===== src/rtl/scramble_pack_pkg.sv =====
// Shared constants for the byte scrambler / word packer slice.
// Holds the LFSR taps, default seed and output word geometry.
package scramble_pack_pkg;

    localparam int unsigned LFSR_W         = 7;
    localparam int unsigned TAP_HI         = 6;
    localparam int unsigned TAP_LO         = 3;
    localparam logic [6:0]  DEFAULT_SEED   = 7'h7F;
    localparam int unsigned WORD_W         = 32;
    localparam logic [2:0]  CNT_FULL       = 3'd4;

    // An all-zero LFSR state would lock up, so it is replaced by the default.
    function automatic logic [6:0] fix_seed(input logic [6:0] s);
        return (s == 7'h00) ? DEFAULT_SEED : s;
    endfunction

endpackage


===== src/rtl/scramble_pack_scrambler_byte.sv =====
// Combinational 8-bit step of the additive scrambler, LSB first.
module scrambler_byte
    import scramble_pack_pkg::*;
(
    input  logic [LFSR_W-1:0] st_in,
    input  logic [7:0]        byte_in,
    output logic [7:0]        byte_out,
    output logic [LFSR_W-1:0] st_out
);

    // Unrolled bit-serial LFSR: eight shifts per clock.
    always_comb begin : step_comb
        logic [LFSR_W-1:0] st_v;
        logic              s_v;
        st_v     = st_in;
        s_v      = 1'b0;
        byte_out = 8'h00;
        for (int i = 0; i < 8; i++) begin
            s_v              = st_v[TAP_HI] ^ st_v[TAP_LO];
            byte_out[i[2:0]] = byte_in[i[2:0]] ^ s_v;
            st_v             = {st_v[LFSR_W-2:0], s_v};
        end
        st_out = st_v;
    end

endmodule


===== src/rtl/scramble_pack.sv =====
// Scrambles an upstream byte stream and packs it little-endian into
// 32-bit words held in an output register until the consumer acks.
module scramble_pack
    import scramble_pack_pkg::*;
#(
    parameter logic [6:0] SEED_RST = DEFAULT_SEED
) (
    input  logic              CLK,
    input  logic              RST,
    input  logic              seed_load,
    input  logic [6:0]        seed,
    input  logic              flush,
    input  logic              byte_valid,
    input  logic [7:0]        byte_data,
    output logic              byte_ready,
    output logic              valid_o,
    output logic [WORD_W-1:0] data_o,
    input  logic              ack_o
);

    logic [6:0]        st_r;
    logic [WORD_W-1:0] pack_r;
    logic [2:0]        pack_cnt_r;
    logic              padding_r;
    logic              valid_r;
    logic              ready_r;
    logic [WORD_W-1:0] data_r;

    logic              accept_s;
    logic              pad_ins_s;
    logic              drain_s;
    logic [6:0]        st_cur_s;
    logic [7:0]        byte_in_s;
    logic [7:0]        byte_scr_s;
    logic [6:0]        st_step_s;
    logic [6:0]        st_nxt_s;
    logic [WORD_W-1:0] pack_nxt_s;
    logic [2:0]        cnt_nxt_s;
    logic              pad_nxt_s;

    assign accept_s  = byte_valid && ready_r;
    assign pad_ins_s = padding_r && (pack_cnt_r != CNT_FULL);
    assign drain_s   = (pack_cnt_r == CNT_FULL) && (!valid_r || ack_o);
    // A seed load replaces the state before any byte of this cycle is scrambled.
    assign st_cur_s  = seed_load ? fix_seed(seed) : st_r;
    assign byte_in_s = padding_r ? 8'h00 : byte_data;

    scrambler_byte u_scrambler_byte (
        .st_in    (st_cur_s),
        .byte_in  (byte_in_s),
        .byte_out (byte_scr_s),
        .st_out   (st_step_s)
    );

    // Next-state of scrambler, packer and padding flag.
    always_comb begin
        st_nxt_s   = st_cur_s;
        pack_nxt_s = pack_r;
        cnt_nxt_s  = pack_cnt_r;
        pad_nxt_s  = padding_r;
        if (drain_s) begin
            cnt_nxt_s = 3'd0;
        end else if (accept_s || pad_ins_s) begin
            st_nxt_s = st_step_s;
            pack_nxt_s[{pack_cnt_r[1:0], 3'b000} +: 8] = byte_scr_s;
            cnt_nxt_s = pack_cnt_r + 3'd1;
        end else begin
            cnt_nxt_s = pack_cnt_r;
        end
        // Flush looks at the count after this cycle's byte has been packed.
        if (padding_r) begin
            pad_nxt_s = (cnt_nxt_s != CNT_FULL);
        end else if (flush && (cnt_nxt_s != 3'd0) && (cnt_nxt_s != CNT_FULL)) begin
            pad_nxt_s = 1'b1;
        end else begin
            pad_nxt_s = 1'b0;
        end
    end

    // State, packer and output register update.
    always_ff @(posedge CLK or negedge RST) begin
        if (!RST) begin
            st_r       <= SEED_RST;
            pack_r     <= {WORD_W{1'b0}};
            pack_cnt_r <= 3'd0;
            padding_r  <= 1'b0;
            valid_r    <= 1'b0;
            data_r     <= {WORD_W{1'b0}};
            ready_r    <= 1'b0;
        end else begin
            st_r       <= st_nxt_s;
            pack_r     <= pack_nxt_s;
            pack_cnt_r <= cnt_nxt_s;
            padding_r  <= pad_nxt_s;
            ready_r    <= (cnt_nxt_s != CNT_FULL) && !pad_nxt_s;
            if (drain_s) begin
                data_r  <= pack_r;
                valid_r <= 1'b1;
            end else if (valid_r && ack_o) begin
                valid_r <= 1'b0;
            end else begin
                valid_r <= valid_r;
            end
        end
    end

    assign byte_ready = ready_r;
    assign valid_o    = valid_r;
    assign data_o     = data_r;

endmodule


===== config.mk =====
export PLATFORM = sky130hd
export DESIGN_NAME = scramble_pack
export DESIGN_NICKNAME = d
export VERILOG_FILES = /design/src/rtl/scramble_pack_pkg.sv /design/src/rtl/scramble_pack_scrambler_byte.sv /design/src/rtl/scramble_pack.sv
export SDC_FILE = /design/constraint.sdc
export NUM_CORES = 1
export LEC_CHECK = 0
export ABC_CLOCK_PERIOD_IN_PS = 2150
export CORE_MARGIN = 10
export CORE_UTILIZATION = 48
export DETAILED_ROUTE_END_ITERATION = 6
export PLACE_DENSITY = 0.79
export SKIP_LAST_GASP = 1
export SLEW_MARGIN = 20
export SYNTH_ARGS = -nofsm -noshare
export SYNTH_HDL_FRONTEND = slang
export SYNTH_SLANG_ARGS = --single-unit
export TNS_END_PERCENT = 50

===== constraint.sdc =====
create_clock -name CLK -period 2.15 [get_ports CLK]
set_input_delay 0.3225 -clock CLK [delete_from_list [all_inputs] [get_ports CLK]]
set_output_delay 0.3225 -clock CLK [all_outputs]
set_load 0.03 [all_outputs]

After elaboration in Yosys (flattened, before gate mapping)
Cells that the tools add are included.
- bits in registers: 77
- bits of input ports: 21
- output and inout port bits: 34
- logic and storage cells: 58
- $add $sub $neg: 2
- equal/unequal tests: 3
- shift operators: 2
- muxes and demuxes: 12
- bitwise logic cells: 17
- reductions and logical operators: 15
- operator list (kind ; count):
    bitwise mux 32 bit ; 1
    variable shift 8 x 7 -> 32 bit, first input constant ; 1
    indexed part select 8 x 7 -> 32 bit ; 1
    2-to-1 mux 7 bit ; 4
    bitwise XOR 1 bit ; 16
    2-to-1 mux 8 bit ; 1
    logical AND 1 bit ; 7
    zero test 7 bit ; 1
    negation 5 -> 7 bit ; 1
    2-to-1 mux 3 bit ; 2
    inequality test 3 bit, second input constant ; 2
    2-to-1 mux 1 bit ; 4
    adder 3 x 1 -> 3 bit, second input constant ; 1
    == test 3 bit, second input constant ; 1
    nonzero test 3 bit ; 1
    zero test 1 bit ; 2
    logical OR 1 bit ; 2
    AND reduction 2 bit ; 1
    nonzero test 2 bit ; 1
    inverter 1 bit ; 1

Longest topological paths before layout
Gate-level depths: netlist of the first run.
- word-level depth: 12
- mapped depth: 8
- gate-level depth less buffers: 7

Cells and area by module
A second synthesis of the first run with hierarchy kept.
- cell total of the unflattened synthesis: 374
- area total of the unflattened synthesis: 3479.6 um^2
- by module, submodules not included (module ; instances ; cells an instance ; area each (um^2) ; seq. area each (um^2)):
    scramble_pack ; 1 ; 352 ; 3283.1 ; 1935.6
    scrambler_byte ; 1 ; 22 ; 196.4 ; 0.0

Worst setup path after synthesis of the first run
No wires, ideal clock.
- path type: register -> register
- start: register pack_cnt_r[0]
- end: register pack_r[10]
- setup time: 66 ps
- data arrival time: 2003 ps
- required time: 2084 ps
- slack: 81 ps
- stages on the path, launching flop included: 7
- buffers on the path: 0
- clock period less this slack: 2069 ps
- cell sequence: dfrtp_1 -> inv_1 -> ha_1 -> a21boi_1 -> nor2_1 -> nor4_2 -> a22o_1
- cells in the longest elaborated chain, start to end: 4
- elaborated cells between the ends (all ways): 11
- classes of those cells: add/sub: 1; eq/ne: 2; shift: 2; mux: 1; bitwise: 1; reduce/logical: 4
- RTL lines (item ; RTL line ; text):
    start, declared ; scramble_pack.sv:23 ; logic [2:0] pack_cnt_r;
    start signal, assigned ; scramble_pack.sv:93 ; pack_cnt_r <= cnt_nxt_s;
    branches (longest 4 deep; another with negation 5 -> 7 bit) ; -- ;
    end signal, assigned ; scramble_pack.sv:84 ; pack_r <= {WORD_W{1'b0}};
    end signal, assigned ; scramble_pack.sv:92 ; pack_r <= pack_nxt_s;
    end, declared ; scramble_pack.sv:22 ; logic [WORD_W-1:0] pack_r;
Several ways; the timed one is not identified.
A chain may end at the register's enable or synchronous reset.

Worst setup path after layout of the first run
- start: input port seed[2]
- end: register st_r[1]
- cells in the longest elaborated chain, start to end: 7
- RTL lines (item ; RTL line ; text):
    start, declared ; scramble_pack.sv:11 ; input logic [6:0] seed,
    zero test 7 bit * ; scramble_pack_pkg.sv:14 ; return (s == 7'h00) ? DEFAULT_SEED : s;
    2-to-1 mux 7 bit * ; scramble_pack_pkg.sv:14 ;
    2-to-1 mux 7 bit * ; scramble_pack.sv:45 ; assign st_cur_s = seed_load ? fix_seed(seed) : st_r;
    bitwise XOR 1 bit (2 in series) ; scramble_pack_scrambler_byte.sv:19 ; s_v = st_v[TAP_HI] ^ st_v[TAP_LO];
    2-to-1 mux 7 bit ; scramble_pack.sv:63 ; end else if (accept_s || pad_ins_s) begin
    2-to-1 mux 7 bit * ; scramble_pack.sv:61 ; if (drain_s) begin
    net st_nxt_s[1] ; scramble_pack.sv:36 ; logic [6:0] st_nxt_s;
    end signal, assigned ; scramble_pack.sv:91 ; st_r <= st_nxt_s;
    end, declared ; scramble_pack.sv:21 ; logic [6:0] st_r;
The timed path passes the listed nets; every way through them passes the cells marked *.

==> metrics.csv, run 1 <==
stage,metric,value,unit
critical_path,path_buf_inv,2,
drt,first_pass_iters,4,
critical_path,cp-start-kind,primary input,
placement,placed_cells,535,
yosys,ys_ff_latch,77,
clock_tree,cts_buffers,9,
drt,drt_wl_total,8590,µm
cells_and_area,final_cell_mix,"120 x nand2_1, 70 x dfrtp_1, 53 x clkdlybuf4s50_1",
critical_path,worst_path_largest_cell_delay,570,ps
sta,tightest_slew,544,ps
critical_path,cp_max_fo,4,
placement,dp_hpwl,6540,µm
critical_path,path_cells,"clkdlybuf4s50_1, or4_4, o21a_1, buf_4, nor3_1, nor3_2, xor2_1",
floorplan,start_util,49.3,%
global_routing,grt_start_max_net_pins,30,
drt,vias,2850,
power_and_ir_drop,leakage,0.00222,µW
floorplan,die_h,106,µm
global_routing,antenna_found_initial,0,
floorplan,die_w,106,µm
outcome,outcome,"complete, no violations",
clock_tree,cts_tree,built,
yosys,synth-edff-count,0,
sta,layout_setup_ws,222,ps
cells_and_area,final_util,64.9,%
power_and_ir_drop,vdd_ir_drop_max,0.000909,V
yosys,synth_top_cell_area_share,49.0,%
clock_tree,clock_sinks,77,
drt,wl_met2,4040,µm
clock_tree,clk_pin_slew,80,ps
yosys,avgSynthCellArea,10.0,µm²
critical_path,required,2430,ps
yosys,synthTopCellsByArea,"dfrtp_1 49%, nand2_1 13%, dfstp_2 5.1%",
clock_tree,cts_buffer_depth,2,
floorplan,ios,55,
critical_path,crit_arrival,2210,ps
yosys,ys_seq_area_share,54.1,%
drt,met1Wirelength,3740,µm
yosys,yosysTopAreaCell,dfrtp_1,
drt,drtAntennaViolNets,0,
placement,place_ws,-140,ps
sta,setup_viol_count_final,0,
clock_tree,root_buffer,clkbuf_8,
floorplan,die-area,11300,µm²
drt,viasPerCell,5.16,
drt,wl_met3,592,µm
sta,relSlewSlack,63.5,%
yosys,synth_cell_type_count,49,
floorplan,num_rows,31,
cells_and_area,antennaDiodeCount,0,
yosys,synth_flop_cell,dfrtp_1,
run,maxCapViolCount,0,
yosys,yosys_warnings,0,
cells_and_area,areaGrowthSynthToFinish,31.5,%
yosys,synth_cells,357,
sta,hold_viol,0,
floorplan,fp.coreArea,7250,µm²
drt,drc,0,
sta,rsz0062_at_grt,no,
cells_and_area,final_cells,552,
critical_path,worst_path_max_delay_cell,or4_4,
cells_and_area,drive_above_1_share,15.5,%
critical_path,cpLargestDelayFamily,simple AND/OR/NAND/NOR gates,
sta,finalCritPeriodShare,89.7,%
worst_hold_path,hold_path_class,primary input to async pin,
yosys,synthArstFlopShare,100,%
sta,min_period,1930,ps
critical_path,worstSetupPathType,primary input to flop,
drt,top_layer_used,met4,
placement,place.gp.congestion,0.882,
global_routing,grt_pass1_vias,2967,
critical_path,end_kind,flop,
global_routing,grt_usage,15.8,%
global_routing,grt_pass1_wl,14500,µm
cells_and_area,final_common_cell,nand2_1,
sta,fmax,0.519,GHz
sta,fin_skew,9.44,ps
global_routing,grt_overflow_total,0,
placement,io_buffers,54,
yosys,syn_nets,383,
clock_tree,clock_latency,360,ps
drt,wire_per_inst,15.6,µm
power_and_ir_drop,power_density,1530,nW/µm²
yosys,synth_area,3580,µm²
sta,totalNegativeSetupSlack,0,ps
drt,drt-initial-drc-count,185,
sta,drv_slew,0,
clock_tree,post_cts_buffers,0,
cells_and_area,fin_nets,474,
clock_tree,htree_levels,3,
[through the flow]
step	hold slack [ps]	instance area (µm²)	power, µW
2_1_floorplan	26.9	3580	4590
3_3_place_gp	289	4470	5890
4_1_cts	450	4690	7200
6_report	441	4700	7200
3_5_place_dp	296	4470	5990
5_1_grt	468	4700	7700
[cells by family (layout without fill, tap and decap cells)]
| group | after synthesis | count (layout) | synth area share, % |
|---|---|---|---|
| and+or+nand+nor | 165 | 165 | 20.0 |
| DFF | 77 | 77 | 54.1 |
| AOI/OAI and AO/OA | 54 | 54 | 11.2 |
| xor gates and xnor gates | 31 | 31 | 8.01 |
| buffers and inverters | 17 | 113 | 2.24 |
| muxes | 8 | 8 | 2.73 |
| adders and majority gates | 5 | 5 | 1.75 |
[power by group]
part / switching, µW / total [µW] / internal, µW
logic: 2070 / 3580 / 1510
registers: 351 / 2410 / 2060
clock network: 544 / 1200 / 659
[cells in the mapped netlist (all sizes together), types with 2 or more instances]
master	count
a21oi	4
a22o	18
a31oi	2
buf	3
clkbuf	8
dfrtp	70
dfstp	7
ha	5
inv	6
mux2i	7
nand2	120
nand2b	4
nand3	3
nor2	12
nor2b	8
nor3	6
o21a	4
o21ai	15
o41ai	2
or3	2
or4	2
xnor2	22
xor2	9
[metal layers]
metal / GRT usage (%) / up-vias
met3: 4.35 / 19
met5: 0 / -
met2: 24.3 / 91
met1: 20.0 / 1362
met4: 8.22 / 0
li1: - / 1378
[path summary, 6_finish.rpt]
kind / end / slack, ps / start / cells after the start
setup / recovery: st_r[1] / 220 / seed[2] / 7
hold / removal: pack_r[20] / 440 / RST / 2
setup reg to reg: pack_r[0] / 260 / pack_cnt_r[1] / 7
hold reg to reg: data_o[17] / 470 / data_o[17] / 2
max in group asynchronous: st_r[3] / 1040 / RST / 3
min in group CLK: data_o[17] / 470 / data_o[17] / 2
[repair_timing]
item,CTS,global route
setup endpoints to repair,0,16
hold endpoints to repair,16,0
hold buffers,1,0
resized for setup,0,3
[state kept, by name (all words and copies together), names as in the netlist]
name        flops
byte_ready      1
data_o         32
pack_cnt_r      3
pack_r         32
padding_r       1
st_r            7
valid_o         1
[area by class of cell]
class | instances | area (µm²)
clock inverters | 5 | 83.8
multi-input cells | 263 | 1580
fillers | 581 | 2550
clock buffers | 11 | 131
well taps | 99 | 124
repair buffers | 91 | 828
inverters | 6 | 22.5
flip-flops and latches | 77 | 1940
No activity file was read; power rests on OpenSTA's default activity.
==> run 2, diff against run 1 <==
--- a/config.mk
+++ b/config.mk
@@ -6,10 +6,11 @@
 export NUM_CORES = 1
 export LEC_CHECK = 0
 export ABC_CLOCK_PERIOD_IN_PS = 2150
-export CORE_MARGIN = 10
+export CORE_MARGIN = 4
 export CORE_UTILIZATION = 48
 export DETAILED_ROUTE_END_ITERATION = 6
 export PLACE_DENSITY = 0.79
+export REMOVE_ABC_BUFFERS = 1
 export SKIP_LAST_GASP = 1
 export SLEW_MARGIN = 20
 export SYNTH_ARGS = -nofsm -noshare
==> run 2 against run 1 <==
Final area decreased by 0.45%. Hold slack improved by 25 ps. Fmax decreased by 1.7%. Clock skew increased by 1.4 ps. Critical path depth increased by 1. Non-clock buffer count increased by 1. Largest power group unchanged.
==> metrics.csv, run 2 (same netlist as run 1, synthesis figures left out) <==
stage,metric,value,unit,change
power_and_ir_drop,clockPowerShare,15.4,%,-1.3 points
critical_path,crit_arrival,2240,ps,+30 ps
drt,first_pass_iters,4,,unchanged
power_and_ir_drop,power_switching,2950,µW,-0.54%
floorplan,die_w,94.3,µm,-11%
sta,fmax,0.510,GHz,-1.7%
drt,drc,0,,unchanged
sta,rsz0062_at_grt,yes,,
power_and_ir_drop,vdd_ir_drop_max,0.000978,V,+7.6%
critical_path,crit_start,pack_cnt_r[1],,
clock_tree,htree_levels,3,,unchanged
run,maxCapViolCount,0,,unchanged
drt,viasPerCell,5.20,,+0.62%
sta,relSlewSlack,58.5,%,-5.0 points
power_and_ir_drop,power_density,1510,nW/µm²,-1.6%
drt,wl_met2,3890,µm,-3.8%
cells_and_area,antennaDiodeCount,0,,unchanged
critical_path,critPathCapture,pack_r[0],,
sta,layout_setup_ws,188,ps,-34.1 ps
power_and_ir_drop,p_int,4100,µW,-3.1%
critical_path,end_kind,flop,,
clock_tree,cts_buffer_depth,2,,unchanged
sta,drv_slew,0,,unchanged
clock_tree,cts_tree,built,,
sta,totalNegativeSetupSlack,0,ps,unchanged
sta,min_period,1960,ps,+34.1 ps
placement,place_ws,-166,ps,-26.5 ps
global_routing,antenna_found_initial,0,,unchanged
power_and_ir_drop,netSwitchingFraction,41.8,%,+0.63 points
sta,finalCritPeriodShare,91.2,%,+1.6 points
global_routing,grt_usage,20.8,%,+5.0 points
sta,tightest_slew,618,ps,+74.3 ps
floorplan,ios,55,,unchanged
placement,dp_hpwl,5930,µm,-9.3%
sta,hold_viol,0,,unchanged
drt,vias,2873,,+0.81%
critical_path,required,2430,ps,about the same
cells_and_area,drive_above_1_share,15.4,%,-0.034 points
critical_path,timing.rr.end,pack_r[0],,
critical_path,cp_max_fo,6,,+2
critical_path,rr_startpoint,pack_cnt_r[1],,
floorplan,num_rows,31,,unchanged
cells_and_area,final_cells,553,,+0.18%
cells_and_area,fin_nets,475,,+0.21%
clock_tree,clock_sinks,77,,unchanged
floorplan,start_util,49.3,%,unchanged
clock_tree,clk_pin_slew,90,ps,about the same
clock_tree,root_buffer,clkbuf_8,,
critical_path,ff2ff_path_depth,8,,+1
critical_path,cp-start-kind,flop,,
power_and_ir_drop,pwr-share-comb,50.8,%,+1.1 points
floorplan,fp.coreArea,7250,µm²,unchanged
drt,wire_per_inst,15.0,µm,-3.8%
global_routing,grt_pass1_vias,2912,,-1.9%
sta,fin_skew,10.8,ps,+1.38 ps
global_routing,grt_start_max_net_pins,78,,+160%
global_routing,grt_overflow_total,0,,unchanged
drt,top_layer_used,met4,,
drt,met1Wirelength,3720,µm,-0.51%
cells_and_area,final_common_cell,nand2_1,,
critical_path,worstSetupPathType,flop to flop,,
critical_path,ff2ff_setup_slack,190,ps,-70 ps
drt,drt-initial-drc-count,182,,-1.6%
placement,io_buffers,54,,unchanged
cells_and_area,final_cell_mix,"120 x nand2_1, 70 x dfrtp_1, 53 x clkdlybuf4s50_1",,
worst_hold_path,hold_path_class,flop to flop,,
drt,drtAntennaViolNets,0,,unchanged
floorplan,die-area,8900,µm²,-21%
outcome,outcome,"complete, no violations",,
global_routing,grt_pass1_wl,14200,µm,-2.0%
power_and_ir_drop,seq_power_share,33.8,%,+0.2 points
floorplan,die_h,94.3,µm,-11%
clock_tree,clock_latency,360,ps,about the same
placement,place.gp.congestion,0.879,,-0.34%
power_and_ir_drop,leakage,0.00221,µW,-0.26%
drt,wl_met3,495,µm,-16%
sta,setup_viol_count_final,0,,unchanged
placement,placed_cells,536,,+0.19%
drt,drt_wl_total,8280,µm,-3.6%
cells_and_area,areaGrowthSynthToFinish,30.9,%,
clock_tree,cts_buffers,9,,unchanged
power_and_ir_drop,p_total,7050,µW,-2.0%
run 2: cell types whose count changed in the layout (fill, tap and decap cells not counted), sizes merged:
| cell | previous run | this run |
|---|---|---|
| inv | 7 | 6 |
| clkbuf | 11 | 10 |
| buf | 37 | 38 |
| bufinv | 2 | 1 |
| clkinv | 0 | 3 |
run 2: critical path, cell delays in order (launching register included):
cell and delay, ps:
dfrtp_1 350, inv_1 70, ha_1 200, a21boi_1 180, buf_4 160, o22a_1 240, nand2_1 90, or3_1 400
o21ai_0 200
run 2: per-layer routing:
metal / GRT usage, % / vias to the layer above
li1: - / 1375
met5: 0 / -
met4: 8.54 / 0
met3: 3.11 / 16
met2: 32.6 / 90
met1: 29.1 / 1392
run 2: worst min-delay path by stage:
| stage | startpoint | endpoint | depth (start not counted) |
|---|---|---|---|
| after floorplan | RST | byte_ready | 0 |
| final | pack_r[1] | data_o[1] | 2 |
| after global placement | RST | pack_cnt_r[2] | 2 |
| after CTS | pack_r[1] | data_o[1] | 2 |
| after global routing | pack_r[3] | data_o[3] | 2 |
| after detailed placement | RST | pack_cnt_r[2] | 2 |
run 2: stage by stage:
step / utilization [%] / cell area [µm²] / hold slack, ps
global route: 64.6 / 4680 / 501
finish: 64.6 / 4680 / 466
floorplan: - / 3520 / 26.9
CTS: 64.4 / 4670 / 469
global placement: 61.7 / 4470 / 382
detailed placement: 61.7 / 4470 / 386
run 2: layout make-up:
cell class | instances | area [µm²]
Tap cell | 99 | 124
Sequential cell | 77 | 1940
Clock buffer | 10 | 128
Inverter | 6 | 22.5
Fill cell | 616 | 2570
Multi-Input combinational cell | 263 | 1570
Clock inverter | 6 | 63.8
Timing Repair Buffer | 92 | 836
run 2: repair_timing:
action	in CTS	in global routing
hold buffers	1	0
endpoints found under the setup margin	0	12
hold endpoints to repair	1	0
buffers inserted	0	0
resized for setup	0	1
run 2: power by group through the flow:
stage / Sequential, µW / Combinational, µW / Clock (µW)
2_1_floorplan: 2840 / 1690 / 0
3_3_place_gp: 2390 / 3460 / 0
3_5_place_dp: 2410 / 3550 / 0
4_1_cts: 2390 / 3580 / 1090
5_1_grt: 2470 / 3910 / 1160
6_report: 2380 / 3580 / 1090
==> run 3, diff against run 2 <==
--- a/config.mk
+++ b/config.mk
@@ -9,7 +9,7 @@
 export CORE_MARGIN = 4
 export CORE_UTILIZATION = 48
 export DETAILED_ROUTE_END_ITERATION = 6
-export PLACE_DENSITY = 0.79
+export PLACE_DENSITY = 0.75
 export REMOVE_ABC_BUFFERS = 1
 export SKIP_LAST_GASP = 1
 export SLEW_MARGIN = 20
==> run 3 against run 2 <==
The flow now finishes with violations (negative hold slack). Total power up 0.29%. Non-clock buffer count down 4. Die area is the same. Via count shrank 0.14%. Utilization fell by 0.33 points. Combinational power is 1% lower. Hold slack lost 490 ps. Sequential share of layout area grew 0.21 points. Global-route usage down 0.86 points. Register-to-register slack worse by 40 ps. Final area fell by 0.51%. Fmax fell by 2.2%. Largest cell class unchanged.
==> metrics.csv, run 3 (same netlist as run 1, synthesis figures left out) <==
stage,metric,value,unit,change
global_routing,grt_usage,19.9,%,-0.86 points
global_routing,grt_pass1_wl,13700,µm,-3.6%
sta,setup_viol_count_final,0,,unchanged
cells_and_area,drive_above_1_share,14.7,%,-0.75 points
clock_tree,root_buffer,clkbuf_8,,
sta,drv_slew,0,,unchanged
critical_path,crit_arrival,2280,ps,+40 ps
drt,first_pass_iters,4,,unchanged
floorplan,start_util,49.3,%,unchanged
drt,drt_wl_total,8430,µm,+1.8%
floorplan,num_rows,31,,unchanged
sta,min_period,2000,ps,+43.2 ps
drt,vias,2869,,-0.14%
outcome,outcome,finished with violations,,
drt,viasPerCell,5.23,,+0.59%
sta,relSlewSlack,59.4,%,+0.88 points
critical_path,worst_path_max_delay_cell,or3_1,,
floorplan,ios,55,,unchanged
outcome,violations,negative hold slack,,
placement,place.gp.congestion,0.905,,+3.0%
floorplan,die_w,94.3,µm,unchanged
power_and_ir_drop,vdd_ir_drop_max,0.00115,V,+17%
critical_path,cp.depth,7,,-1
sta,fin_skew,8.99,ps,-1.83 ps
global_routing,grt_overflow_total,0,,unchanged
sta,finalCritPeriodShare,93.3,%,+2.0 points
global_routing,antenna_found_initial,0,,unchanged
clock_tree,clock_latency,360,ps,about the same
critical_path,cpLargestDelayFamily,compound AO/OA/AOI/OAI gates,,
clock_tree,cts_buffers,9,,unchanged
sta,totalNegativeSetupSlack,0,ps,unchanged
clock_tree,htree_levels,3,,unchanged
critical_path,required,2430,ps,about the same
power_and_ir_drop,leakage,0.00220,µW,-0.56%
critical_path,worst_path_largest_cell_delay,390,ps,about the same
clock_tree,post_cts_buffers,0,,unchanged
cells_and_area,fin_nets,471,,-0.84%
floorplan,die-area,8900,µm²,unchanged
sta,rsz0062_at_grt,yes,,
cells_and_area,antennaDiodeCount,0,,unchanged
sta,hold_viol,7,,+7
clock_tree,clk_pin_slew,90,ps,about the same
critical_path,worstSetupPathType,flop to flop,,
critical_path,end_kind,flop,,
clock_tree,hold_buffers,0,,-1
sta,hold_slack,-26.2,ps,-492 ps
clock_tree,ctsResizeCount,0,,unchanged
drt,drtAntennaViolNets,0,,unchanged
drt,drc,0,,unchanged
drt,drt-initial-drc-count,136,,-25%
cells_and_area,areaGrowthSynthToFinish,30.2,%,
clock_tree,clock_sinks,77,,unchanged
power_and_ir_drop,power_density,1520,nW/µm²,+0.80%
critical_path,path_cells,"inv_1, ha_1, a21boi_1, o22a_1, nand2_1, or3_1, o21ai_0",,
floorplan,die_h,94.3,µm,unchanged
clock_tree,cts_buffer_depth,2,,unchanged
critical_path,cp_max_fo,6,,unchanged
floorplan,fp.coreArea,7250,µm²,unchanged
global_routing,grt_start_max_net_pins,78,,unchanged
worst_hold_path,hold_path_class,primary input to async pin,,
sta,fmax,0.499,GHz,-2.2%
placement,place_area,4450,µm²,-0.50%
drt,wire_per_inst,15.4,µm,+2.5%
cells_and_area,final_common_cell,nand2_1,,
sta,tightest_slew,605,ps,-13.1 ps
cells_and_area,final_cell_mix,"120 x nand2_1, 70 x dfrtp_1, 53 x clkdlybuf4s50_1",,
placement,dp_hpwl,5930,µm,about the same
clock_tree,cts_tree,built,,
run,maxCapViolCount,0,,unchanged
global_routing,grt_pass1_vias,2743,,-5.8%
cells_and_area,fin_area,4660,µm²,-0.51%
critical_path,path_buf_inv,1,,-1
critical_path,ff2ff_path_depth,7,,-1
critical_path,cp-start-kind,flop,,
placement,io_buffers,54,,unchanged
## run 3: final cells by class
class	instances	area, µm²
fillers	609	2590
clock inverters	4	55.1
flip-flops and latches	77	1940
well taps	99	124
inverters	6	22.5
clock buffers	12	145
multi-input cells	263	1570
repair buffers	88	803
## run 3: worst register-to-register path, cell delays in order, from the launching register on
cell	delay (ps)
dfrtp_1	360
inv_1	70
ha_1	200
a21boi_1	280
o22a_1	340
nand2_1	110
or3_1	390
o21ai_0	170
## run 3: metal layers
metal | global-route usage (%) | part of all wire [%]
met1 | 28.1 | 46
met5 | 0 | 0
met4 | 6.86 | 1.4
met3 | 3.90 | 5.7
met2 | 31.0 | 47
## run 3: final timing paths
path	from	to	slack, ps
max in group asynchronous	RST	st_r[6]	1810
worst max register to register	pack_cnt_r[1]	pack_r[0]	150
worst min register to register	pack_r[24]	data_o[24]	470
worst max-delay path	pack_cnt_r[1]	pack_r[0]	150
worst min-delay path	RST	data_o[9]	-30
min in group CLK	pack_r[24]	data_o[24]	470
## run 3: per-stage QoR
stage | hold WS [ps] | power [µW] | setup WS (ps) | utilization [%] | instances
after global routing | 13.9 | 7510 | -30.5 | 64.2 | 549
after global placement | 385 | 5840 | -139 | 61.4 | 533
after CTS | 14.1 | 7070 | 8.84 | 64.1 | 549
final | -26.2 | 7070 | 145 | 64.2 | 549
after floorplan | 26.9 | 4540 | -233 | - | 346
after detailed placement | 391 | 5940 | -203 | 61.4 | 533
## run 3: power breakdown
group	leakage (µW)	switching [µW]	internal [µW]
clock network	0.0000976	557	578
logic	0.00108	2070	1470
registers	0.00102	329	2060
